`src/rtl/mem_pkg.sv`:
```
`default_nettype none
// ============================================================================
// Package     : mem_pkg
// Description : Shared encodings for the memory port arbiter: access size
//               codes, FSM state type, requester port indices and the
//               alignment rule used by both the arbiter and the lane aligner.
// Revision    : 1.0 - initial release
// ============================================================================
package mem_pkg;

  localparam logic [1:0] SZ_BYTE = 2'b00;
  localparam logic [1:0] SZ_HALF = 2'b01;
  localparam logic [1:0] SZ_WORD = 2'b10;

  typedef enum logic [1:0] {
    ST_IDLE   = 2'd0,
    ST_ACCESS = 2'd1,
    ST_DONE   = 2'd2
  } state_t;

  localparam logic PORT_IF = 1'b0;
  localparam logic PORT_D  = 1'b1;

  // Size code 2'b11 has no legal meaning and is reported like a misalignment.
  function automatic logic is_misaligned(input logic [1:0] size,
                                         input logic [1:0] addr_lo);
    logic result;
    case (size)
      SZ_BYTE: result = 1'b0;
      SZ_HALF: result = addr_lo[0];
      SZ_WORD: result = (addr_lo != 2'b00);
      default: result = 1'b1;
    endcase
    return result;
  endfunction

endpackage
`default_nettype wire

```
`src/rtl/mem_lane_align.sv`:
```
`default_nettype none
// ============================================================================
// Module      : mem_lane_align
// Description : Combinational byte-lane handling for a 32-bit word memory.
//               Builds byte enables, replicates store data across lanes,
//               flags misaligned accesses and extracts/extends load data.
// Ports       : size       - access size code (mem_pkg SZ_*)
//               addr_lo    - byte offset within the word
//               sign_ext   - sign-extend extracted load data
//               wdata_in   - right-justified store data
//               rdata_raw  - raw word read from memory
//               be         - byte enables
//               wdata_rep  - lane-replicated store data
//               misaligned - access violates alignment or size is illegal
//               rdata_ext  - aligned and extended load data
// Revision    : 1.0 - initial release
// ============================================================================
module mem_lane_align
  import mem_pkg::*;
(
  input  logic [1:0]  size,
  input  logic [1:0]  addr_lo,
  input  logic        sign_ext,
  input  logic [31:0] wdata_in,
  input  logic [31:0] rdata_raw,
  output logic [3:0]  be,
  output logic [31:0] wdata_rep,
  output logic        misaligned,
  output logic [31:0] rdata_ext
);

  logic [7:0]  byte_lane;
  logic [15:0] half_lane;

  always_comb begin
    be         = 4'b0000;
    wdata_rep  = 32'd0;
    rdata_ext  = 32'd0;
    byte_lane  = 8'd0;
    half_lane  = 16'd0;
    misaligned = is_misaligned(size, addr_lo);
    case (size)
      SZ_BYTE: begin
        be        = 4'b0001 << addr_lo;
        wdata_rep = {4{wdata_in[7:0]}};
        byte_lane = rdata_raw[{addr_lo, 3'b000} +: 8];
        rdata_ext = {{24{sign_ext & byte_lane[7]}}, byte_lane};
      end
      SZ_HALF: begin
        be        = addr_lo[1] ? 4'b1100 : 4'b0011;
        wdata_rep = {2{wdata_in[15:0]}};
        half_lane = addr_lo[1] ? rdata_raw[31:16] : rdata_raw[15:0];
        rdata_ext = {{16{sign_ext & half_lane[15]}}, half_lane};
      end
      SZ_WORD: begin
        be        = 4'b1111;
        wdata_rep = wdata_in;
        rdata_ext = rdata_raw;
      end
      default: ;
    endcase
  end

endmodule
`default_nettype wire

```
`src/rtl/mem_port_arbiter.sv`:
```
`default_nettype none
// ============================================================================
// Module      : mem_port_arbiter
// Description : Shares one single-ported 32-bit data memory between an
//               instruction-fetch port and a load/store data port. Each
//               access runs IDLE -> ACCESS -> DONE (misaligned: IDLE -> DONE).
// Ports       : clk, reset               - clock, async active-high reset
//               if_req/if_addr           - fetch request (held until ack)
//               if_ack/if_rdata/if_err   - fetch completion
//               d_req/d_we/d_size/d_signed/d_addr/d_wdata - data request
//               d_ack/d_rdata/d_err      - data completion
//               mem_addr/mem_be/mem_wdata/mem_read/mem_write - memory side
//               mem_rdata                - read data, one cycle after read
// Revision    : 1.0 - initial release
// ============================================================================
module mem_port_arbiter
  import mem_pkg::*;
#(
  parameter int ADDR_W     = 10,
  parameter bit FIXED_PRIO = 1'b0
) (
  input  logic              clk,
  input  logic              reset,
  input  logic              if_req,
  input  logic [31:0]       if_addr,
  output logic              if_ack,
  output logic [31:0]       if_rdata,
  output logic              if_err,
  input  logic              d_req,
  input  logic              d_we,
  input  logic [1:0]        d_size,
  input  logic              d_signed,
  input  logic [31:0]       d_addr,
  input  logic [31:0]       d_wdata,
  output logic              d_ack,
  output logic [31:0]       d_rdata,
  output logic              d_err,
  output logic [ADDR_W-1:0] mem_addr,
  output logic [3:0]        mem_be,
  output logic [31:0]       mem_wdata,
  output logic              mem_read,
  output logic              mem_write,
  input  logic [31:0]       mem_rdata
);

  state_t              state;
  state_t              state_nxt;
  logic                last_grant;
  logic                load_issue;

  logic                iss_port;
  logic                iss_we;
  logic                iss_signed;
  logic [1:0]          iss_size;
  logic [ADDR_W+1:0]   iss_addr;
  logic [31:0]         iss_wdata;

  logic                winner;
  logic                sel_we;
  logic                sel_signed;
  logic [1:0]          sel_size;
  logic [ADDR_W+1:0]   sel_addr;
  logic [31:0]         sel_wdata;

  logic [3:0]          al_be;
  logic [31:0]         al_wdata;
  logic                al_misaligned;
  logic [31:0]         al_rdata;

  // Upper address bits alias into memory and are deliberately dropped.
  logic unused_high_addr;
  assign unused_high_addr = ^{if_addr[31:ADDR_W+2], d_addr[31:ADDR_W+2]};

  // Grant selection. On a tie in round-robin mode the port that did not
  // win last time is chosen; last_grant resets to PORT_D so fetch wins first.
  always_comb begin
    if (if_req && d_req) begin
      if (FIXED_PRIO)
        winner = PORT_IF;
      else
        winner = (last_grant == PORT_IF) ? PORT_D : PORT_IF;
    end else begin
      winner = d_req ? PORT_D : PORT_IF;
    end
    sel_addr   = (winner == PORT_D) ? d_addr[ADDR_W+1:0] : if_addr[ADDR_W+1:0];
    sel_size   = (winner == PORT_D) ? d_size : SZ_WORD;
    sel_we     = (winner == PORT_D) & d_we;
    sel_signed = (winner == PORT_D) & d_signed;
    sel_wdata  = (winner == PORT_D) ? d_wdata : 32'd0;
  end

  always_ff @(posedge clk or posedge reset) begin
    if (reset) begin
      state      <= ST_IDLE;
      last_grant <= PORT_D;
      iss_port   <= PORT_IF;
      iss_we     <= 1'b0;
      iss_signed <= 1'b0;
      iss_size   <= SZ_BYTE;
      iss_addr   <= '0;
      iss_wdata  <= 32'd0;
    end else begin
      state <= state_nxt;
      if (load_issue) begin
        last_grant <= winner;
        iss_port   <= winner;
        iss_we     <= sel_we;
        iss_signed <= sel_signed;
        iss_size   <= sel_size;
        iss_addr   <= sel_addr;
        iss_wdata  <= sel_wdata;
      end
    end
  end

  mem_lane_align u_align (
    .size       (iss_size),
    .addr_lo    (iss_addr[1:0]),
    .sign_ext   (iss_signed),
    .wdata_in   (iss_wdata),
    .rdata_raw  (mem_rdata),
    .be         (al_be),
    .wdata_rep  (al_wdata),
    .misaligned (al_misaligned),
    .rdata_ext  (al_rdata)
  );

  // Next-state and outputs. All outputs decode from the state register, so
  // an asynchronous reset drops strobes and acks immediately.
  always_comb begin
    state_nxt  = state;
    load_issue = 1'b0;
    mem_read   = 1'b0;
    mem_write  = 1'b0;
    mem_addr   = '0;
    mem_be     = 4'b0000;
    mem_wdata  = 32'd0;
    if_ack     = 1'b0;
    if_err     = 1'b0;
    if_rdata   = 32'd0;
    d_ack      = 1'b0;
    d_err      = 1'b0;
    d_rdata    = 32'd0;
    case (state)
      ST_IDLE: begin
        if (if_req || d_req) begin
          load_issue = 1'b1;
          state_nxt  = is_misaligned(sel_size, sel_addr[1:0]) ? ST_DONE : ST_ACCESS;
        end
      end
      ST_ACCESS: begin
        mem_read  = ~iss_we;
        mem_write = iss_we;
        mem_addr  = iss_addr[ADDR_W+1:2];
        mem_be    = al_be;
        mem_wdata = al_wdata;
        state_nxt = ST_DONE;
      end
      ST_DONE: begin
        if (iss_port == PORT_IF) begin
          if_ack   = 1'b1;
          if_err   = al_misaligned;
          if_rdata = al_misaligned ? 32'd0 : al_rdata;
        end else begin
          d_ack   = 1'b1;
          d_err   = al_misaligned;
          d_rdata = (al_misaligned || iss_we) ? 32'd0 : al_rdata;
        end
        state_nxt = ST_IDLE;
      end
      default: state_nxt = ST_IDLE;
    endcase
  end

endmodule
`default_nettype wire
```
`config.mk`:
```
export PLATFORM = sky130hd
export DESIGN_NAME = mem_port_arbiter
export DESIGN_NICKNAME = d
export VERILOG_FILES = /design/src/rtl/mem_pkg.sv /design/src/rtl/mem_lane_align.sv /design/src/rtl/mem_port_arbiter.sv
export SDC_FILE = /design/constraint.sdc
export NUM_CORES = 1
export LEC_CHECK = 0
export BUFFER_PORTS_ARGS = -buffer_cell sky130_fd_sc_hd__buf_2
export CORE_AREA = 2 2 98 100
export DETAILED_ROUTE_END_ITERATION = 8
export DIE_AREA = 0 0 100 102
export PLACE_DENSITY_LB_ADDON = 0.08
export SLEW_MARGIN = 20
export SYNTH_ARGS = -nofsm -noshare
export SYNTH_HDL_FRONTEND = slang
export SYNTH_SLANG_ARGS = --single-unit
```
`constraint.sdc`:
```
create_clock -name clk -period 5.5 [get_ports clk]
set_clock_uncertainty 0.2 [all_clocks]
set_input_delay 0.55 -clock clk [delete_from_list [all_inputs] [get_ports clk]]
set_output_delay 0.55 -clock clk [all_outputs]
set_load 0.02 [all_outputs]
```
==> key figures, run 1 <==
Floorplan
  – Die X: 100 um
  – Initial Utilization: 0.389
  – # IOs: 252
  – Die footprint: 10200 um^2
  – Core area: 9110 um^2
  – Die Y: 102 um
  – FP Rows: 35

Critical path
  – CP Launch Point: iss_size[0]
  – RR Endpoint: iss_wdata[2]
  – Worst R2R Setup Slack: 3.24 ns
  – CP arrival: 3.05 ns
  – Critical path endpoint category: output port
  – Worst Path Max Fanout: 32
  – Worst flop-to-flop path startpoint: last_grant
  – Startpoint Class: flop
  – Worst r2r path cells: 4
  – Worst Path Required: 4.75 ns
  – Critical path class: flop to output port
  – CP Capture Point: if_rdata[30]

Routing
  – Drc violations: 0
  – Drt via density: 5.35
  – Drt wl/cell: 17.0 um
  – DR iter-0 viols: 140
  – Via count: 3858
  – DRT Wirelength: 12300 um
  – Routed Antenna Nets: 0
  – Initial DRT Pass Iterations: 4

Global route
  – Largest net degree at the start of global routing: 53
  – All-Layer GR Usage: 0.233
  – Global-route wire length before repair: 18800 um
  – Initial antenna violation count: 0
  – GRT overflow: 0
  – Number of global-route vias before repair: 3566

Final layout
  – # diodes: 0
  – Area growth, synth to finish: 32.3%
  – Final Util: 0.515
  – Post-route design area: 4690 um^2
  – FILL cells: 923
  – Layout cells sized above 1: 0.393
  – Layout Nets: 745

Power and ir drop
  – Tot Pwr: 2.29 mW
  – Worst vdd ir: 223 uV
  – Leakage: 2.56 nW
  – Pwr dens: 489 nW/um^2

CTS
  – Cts repair resizes: 0
  – Worst-skew pair later-pin latency: 0.30 ns
  – Num Clock Sinks: 52
  – Setup bufs post-CTS: 0
  – CTS H-tree depth: 2
  – Clock-pin slew on the worst setup and hold paths: 0.09 ns
  – Root Buffer: clkbuf_8
  – Cts bufs inserted: 5
  – CTS tree: built
  – CTS Hold Buffers Added: 0
  – Clk buf depth: 2

STA
  – RSZ-0062 raised after global routing: no
  – Slew @ Worst Pin: 1.05 ns
  – Fin crit share: 0.691
  – Final setup fails: 0
  – TNS Setup: 0 ns
  – Headroom to the max-slew limit: 0.300
  – Fin. Hold Viols: 0
  – Peak Freq: 0.263 GHz
  – Final slew viol count: 0
  – Min Tclk post-route: 3.80 ns

Yosys
  – Synth top area cells: dfrtp_1 36%, a22o_1 8.6%, nor2_1 6.9%
  – Cell Area, Synth: 3550 um^2
  – Post-synth EDFFs: 0
  – Syn nets: 564
  – Post-synth top area cell: dfrtp_1
  – Flops & latches, synth: 52
  – Async set-reset flop share out of synthesis: 1.00
  – Avg Cell Area, Syn: 8.28 um^2
  – Main synth FF type: dfrtp_1
  – Top-area cell type share of the netlist area: 0.360
  – Synthesized instance count: 428
  – Post-synth cell types: 39
  – Synth cell count leaders: 65 x nor2_1, 56 x nand2_1, 51 x dfrtp_1, 48 x a21oi_1, 35 x a22o_1
  – Yosys warns: 0
  – Count leader, synth: nor2_1
  – Sequential element share of the synthesized area: 0.367

Place
  – RD Place Congestion: 0.886
  – Final HPWL DP: 9120 um
  – Cell Area, Placed: 4580 um^2
  – Port Buffers: 211

Worst hold path
  – HP Class: input port to asynchronous set/reset pin

Run
  – MaxCap Viol Count: 0

Run status
  – Status: complete, no violations
-- through the flow --
stage,std cells,hold slack [ns],worst slack (ns)
final,721,0.131,1.70
after global routing,721,0.183,1.50
after CTS,721,0.158,1.68
after detailed placement,713,0.262,2.02
after global placement,713,0.259,1.99
after floorplan,428,0.242,2.96
-- area by class of cell --
cell class	instances	area (um^2)	area share
sequential	52	1300	0.278
clock inverter	3	42.5	0.00907
clock buffer	5	68.8	0.0147
multi-input combinational	332	2050	0.436
inverter	5	21.3	0.00453
tap	111	139	0.0296
timing repair buffer	213	1070	0.228
-- power by group --
group          switching (mW)  internal (mW)
combinational           0.769          0.473
sequential              0.221          0.563
clock                   0.131          0.135
total                    1.12           1.17
-- placed cells by master (no fill, tap or decap), types with 2 or more instances in the layout --
cell type / n
o22ai_1: 8
nand2_1: 56
nor2b_1: 3
o21a_1: 4
mux2i_1: 22
buf_2: 211
buf_4: 2
a221oi_1: 9
nand2b_1: 3
dfrtp_1: 51
a21o_1: 2
a22o_1: 35
nor2_1: 64
and2_1: 22
nor3_1: 2
inv_1: 3
o21ai_0: 14
and3b_1: 7
a21oi_1: 48
a22oi_1: 11
clkbuf_8: 5
nor3b_1: 2
mux2_2: 7
-- how the worst min path moves through the flow --
stage	from	to	slack [ns]	cells past startpoint
5_1_grt	reset	iss_wdata[7]	0.18	2
6_report	reset	iss_wdata[30]	0.13	2
2_1_floorplan	iss_addr[10]	iss_addr[10]	0.24	2
3_3_place_gp	iss_addr[8]	iss_addr[8]	0.26	2
4_1_cts	reset	iss_wdata[30]	0.16	2
3_5_place_dp	iss_addr[8]	iss_addr[8]	0.26	2
-- worst max-delay path, stage by stage, from the launching register on --
cell and delay, ns:
dfrtp_1 0.78, o21a_1 0.35, o22ai_1 0.27, nand2_1 0.67, a21oi_1 0.44, buf_2 0.23
-- sequential cells by signal (all words and copies together) (netlist names) --
signal and count:
iss_addr 12, iss_port 1, iss_signed 1, iss_size 2, iss_wdata 32, iss_we 1
last_grant 1, state 2
-- routing by layer --
layer | up-vias | global-route usage | wire length (um) | share of wire
met3 | 22 | 0.0390 | 793 | 0.065
li1 | 1876 | - | - | -
met1 | 1805 | 0.298 | 5150 | 0.42
met2 | 155 | 0.405 | 6020 | 0.49
met5 | - | 0 | 0 | 0
met4 | 0 | 0.0790 | 314 | 0.026
-- cells by family (layout without fill, tap and decap cells) --
logic type,Yosys count,after routing,share of synthesized area
buffers and inverters,44,226,0.0632
AO/OA/AOI/OAI,138,138,0.269
flip-flops,52,52,0.367
multiplexers,29,29,0.0843
AND/OR/NAND/NOR,165,165,0.216
Power figures use the tool's default switching activity.
==> run 2, diff against run 1 <==
==> constraint.sdc (replaced) <==
create_clock -name clk -period 3.6 [get_ports clk]
set_clock_uncertainty 0.2 [all_clocks]
set_input_delay 0.36 -clock clk [delete_from_list [all_inputs] [get_ports clk]]
set_output_delay 0.36 -clock clk [all_outputs]
set_load 0.02 [all_outputs]
==> key figures, run 2 (synthesis gave the netlist of run 1 again) <==
CTS
  – CTS H-tree depth: 2 (unchanged)
  – Cts repair resizes: 0 (unchanged)
  – CTS Hold Buffers Added: 1 (+1)
  – Clock-pin slew on the worst setup and hold paths: 0.10 ns (about the same)
  – CTS tree: built
  – Setup bufs post-CTS: 0 (unchanged)
  – Clk buf depth: 2 (unchanged)
  – Cts bufs inserted: 5 (unchanged)
  – Worst-skew pair later-pin latency: 0.30 ns (about the same)
  – Num Clock Sinks: 52 (unchanged)
  – Root Buffer: clkbuf_8

Place
  – RD Place Congestion: 0.876 (-1.1%)
  – Place WS: 0.995 ns (-1.03 ns)
  – Final HPWL DP: 9160 um (+0.47%)
  – Port Buffers: 211 (unchanged)

Routing
  – Drc violations: 0 (unchanged)
  – Initial DRT Pass Iterations: 5 (+1)
  – Drt via density: 5.27 (-1.6%)
  – Via count: 3850 (-0.21%)
  – Drt wl/cell: 16.7 um (-1.9%)
  – DR iter-0 viols: 125 (-11%)
  – Routed Antenna Nets: 0 (unchanged)
  – DRT Wirelength: 12200 um (-0.54%)

Final layout
  – # diodes: 0 (unchanged)
  – Most common cell after layout, fill and taps aside: buf_2
  – Max reg flops: 32 (unchanged)
  – Area growth, synth to finish: 35.1%
  – Regs by FF count: iss_wdata: 32 flops, iss_addr: 12 flops
  – FILL cells: 926 (+0.33%)
  – Layout Nets: 755 (+1.3%)
  – Largest register by flop count: iss_wdata
  – Layout cells sized above 1: 0.400 (+0.00656)
  – Most used cells in the layout excluding fill and tap cells: 211 x buf_2, 64 x nor2_1, 56 x nand2_1
  – Final Util: 0.526 (+0.0109)

STA
  – Fin crit share: 0.817
  – Final setup fails: 0 (unchanged)
  – Headroom to the max-slew limit: 0.395 (+0.0946)
  – Worst setup margin: 0.657 ns (-1.04 ns)
  – Final slew viol count: 0 (unchanged)
  – Slew @ Worst Pin: 0.908 ns (-0.142 ns)
  – RSZ-0062 raised after global routing: no
  – Peak Freq: 0.340 GHz
  – Hold Slack: 0.0598 ns (-0.0709 ns)
  – Fin. Hold Viols: 0 (unchanged)
  – Min Tclk post-route: 2.94 ns
  – TNS Setup: 0 ns (unchanged)

Critical path
  – Cell Chain, Critical Path: inv_2 > nor2_4 > buf_4 > nand2_1 > a21oi_1 > buf_2
  – WP buf/inv: 3 (+2)
  – Worst Path Required: 3.04 ns (-1.71 ns)
  – Worst r2r path cells: 5 (+1)
  – Startpoint Class: flop
  – CP arrival: 2.38 ns (-0.67 ns)
  – Kind of cell adding the most delay to the critical path: flip-flops
  – Slowest stage delay, CP: 0.69 ns (-0.09 ns)
  – Worst path slowest cell: dfrtp_1
  – Critical path endpoint category: output port
  – WP depth: 6 (+1)
  – Critical path class: flop to output port
  – Worst Path Max Fanout: 31 (-3.1%)

Floorplan
  – # IOs: 252 (unchanged)
  – FP Rows: 35 (unchanged)
  – Initial Utilization: 0.389 (unchanged)
  – Die footprint: 10200 um^2 (unchanged)
  – Die Y: 102 um (unchanged)
  – Die X: 100 um (unchanged)
  – Core area: 9110 um^2 (unchanged)

Global route
  – GRT overflow: 0 (unchanged)
  – All-Layer GR Usage: 0.232 (-0.00150)
  – Number of global-route vias before repair: 3600 (+0.95%)
  – Initial antenna violation count: 0 (unchanged)
  – Global-route wire length before repair: 18600 um (-0.73%)
  – Largest net degree at the start of global routing: 53 (unchanged)

Power and ir drop
  – Cell internal pwr: 1.91 mW (+63%)
  – Reg power frac: 0.311 (-0.031)
  – Leakage: 2.62 nW (+2.2%)
  – Worst vdd ir: 259 uV (+16%)
  – Tot Pwr: 3.62 mW (+58%)
  – Pwr dens: 755 nW/um^2 (+55%)
  – Clock power frac: 0.130 (+0.014)
  – Comb pwr share: 0.559 (+0.017)
  – Net Sw Frac: 0.473 (-0.0163)
  – Net Sw Power: 1.71 mW (+53%)

Worst hold path
  – Hold Crit Depth: 2
  – HP Class: input port to flop

Run status
  – Status: complete, no violations

Run
  – MaxCap Viol Count: 0 (unchanged)
[run 2: cell types whose count changed in the layout (fill, tap and decap cells not counted)]
| cell | previous run | this run |
|---|---|---|
| buf_4 | 2 | 11 |
| bufinv_16 | 1 | 2 |
| clkbuf_1 | 0 | 1 |
| clkinv_2 | 1 | 0 |
| clkinvlp_4 | 1 | 0 |
| dlygate4sd3_1 | 0 | 1 |
[run 2: worst register-to-register path, cell delays in order (launching register included)]
cell	delay, ns
dfstp_2	0.38
a21boi_2	0.10
buf_4	0.28
and2_1	0.31
buf_4	0.40
a22o_1	0.20
[run 2: final timing paths]
path                             start       endpoint  slack [ns]
setup / recovery           iss_size[1]  mem_wdata[12]        0.66
hold / removal             d_wdata[20]  iss_wdata[20]        0.06
setup reg to reg            last_grant  iss_wdata[10]        1.67
hold reg to reg            iss_addr[3]    iss_addr[3]        0.28
max in group asynchronous        reset   iss_wdata[0]        2.27
min in group asynchronous        reset  iss_wdata[23]        0.48
[run 2: power groups by stage]
| stage | combinational (mW) | sequential [mW] | clock, mW |
|---|---|---|---|
| floorplan | 1.56 | 1.01 | 0 |
| global placement | 2.00 | 1.12 | 0 |
| detailed placement | 2.02 | 1.13 | 0 |
| CTS | 2.03 | 1.12 | 0.481 |
| global route | 2.24 | 1.17 | 0.502 |
| finish | 2.02 | 1.13 | 0.471 |
[run 2: through the flow]
step | cells | instance area [um^2]
CTS | 731 | 4790
detailed placement | 722 | 4650
finish | 731 | 4790
floorplan | 428 | 3550
global placement | 722 | 4640
global route | 731 | 4790
[run 2: routing by layer]
metal | track usage | vias up | routed length, um
met5 | 0 | - | 0
met4 | 0.0674 | 0 | 273
met3 | 0.0383 | 16 | 708
met2 | 0.417 | 151 | 6060
met1 | 0.289 | 1784 | 5180
li1 | - | 1899 | -
[run 2: area by class of cell]
cell class                      count  area, um^2  share of cell area
Clock buffer                        6        72.6              0.0152
Clock inverter                      2        60.1              0.0125
Inverter                            5        21.3             0.00444
Multi-Input combinational cell    332        2050               0.427
Sequential cell                    52        1300               0.272
Tap cell                          111         139              0.0290
Timing Repair Buffer              223        1150               0.240
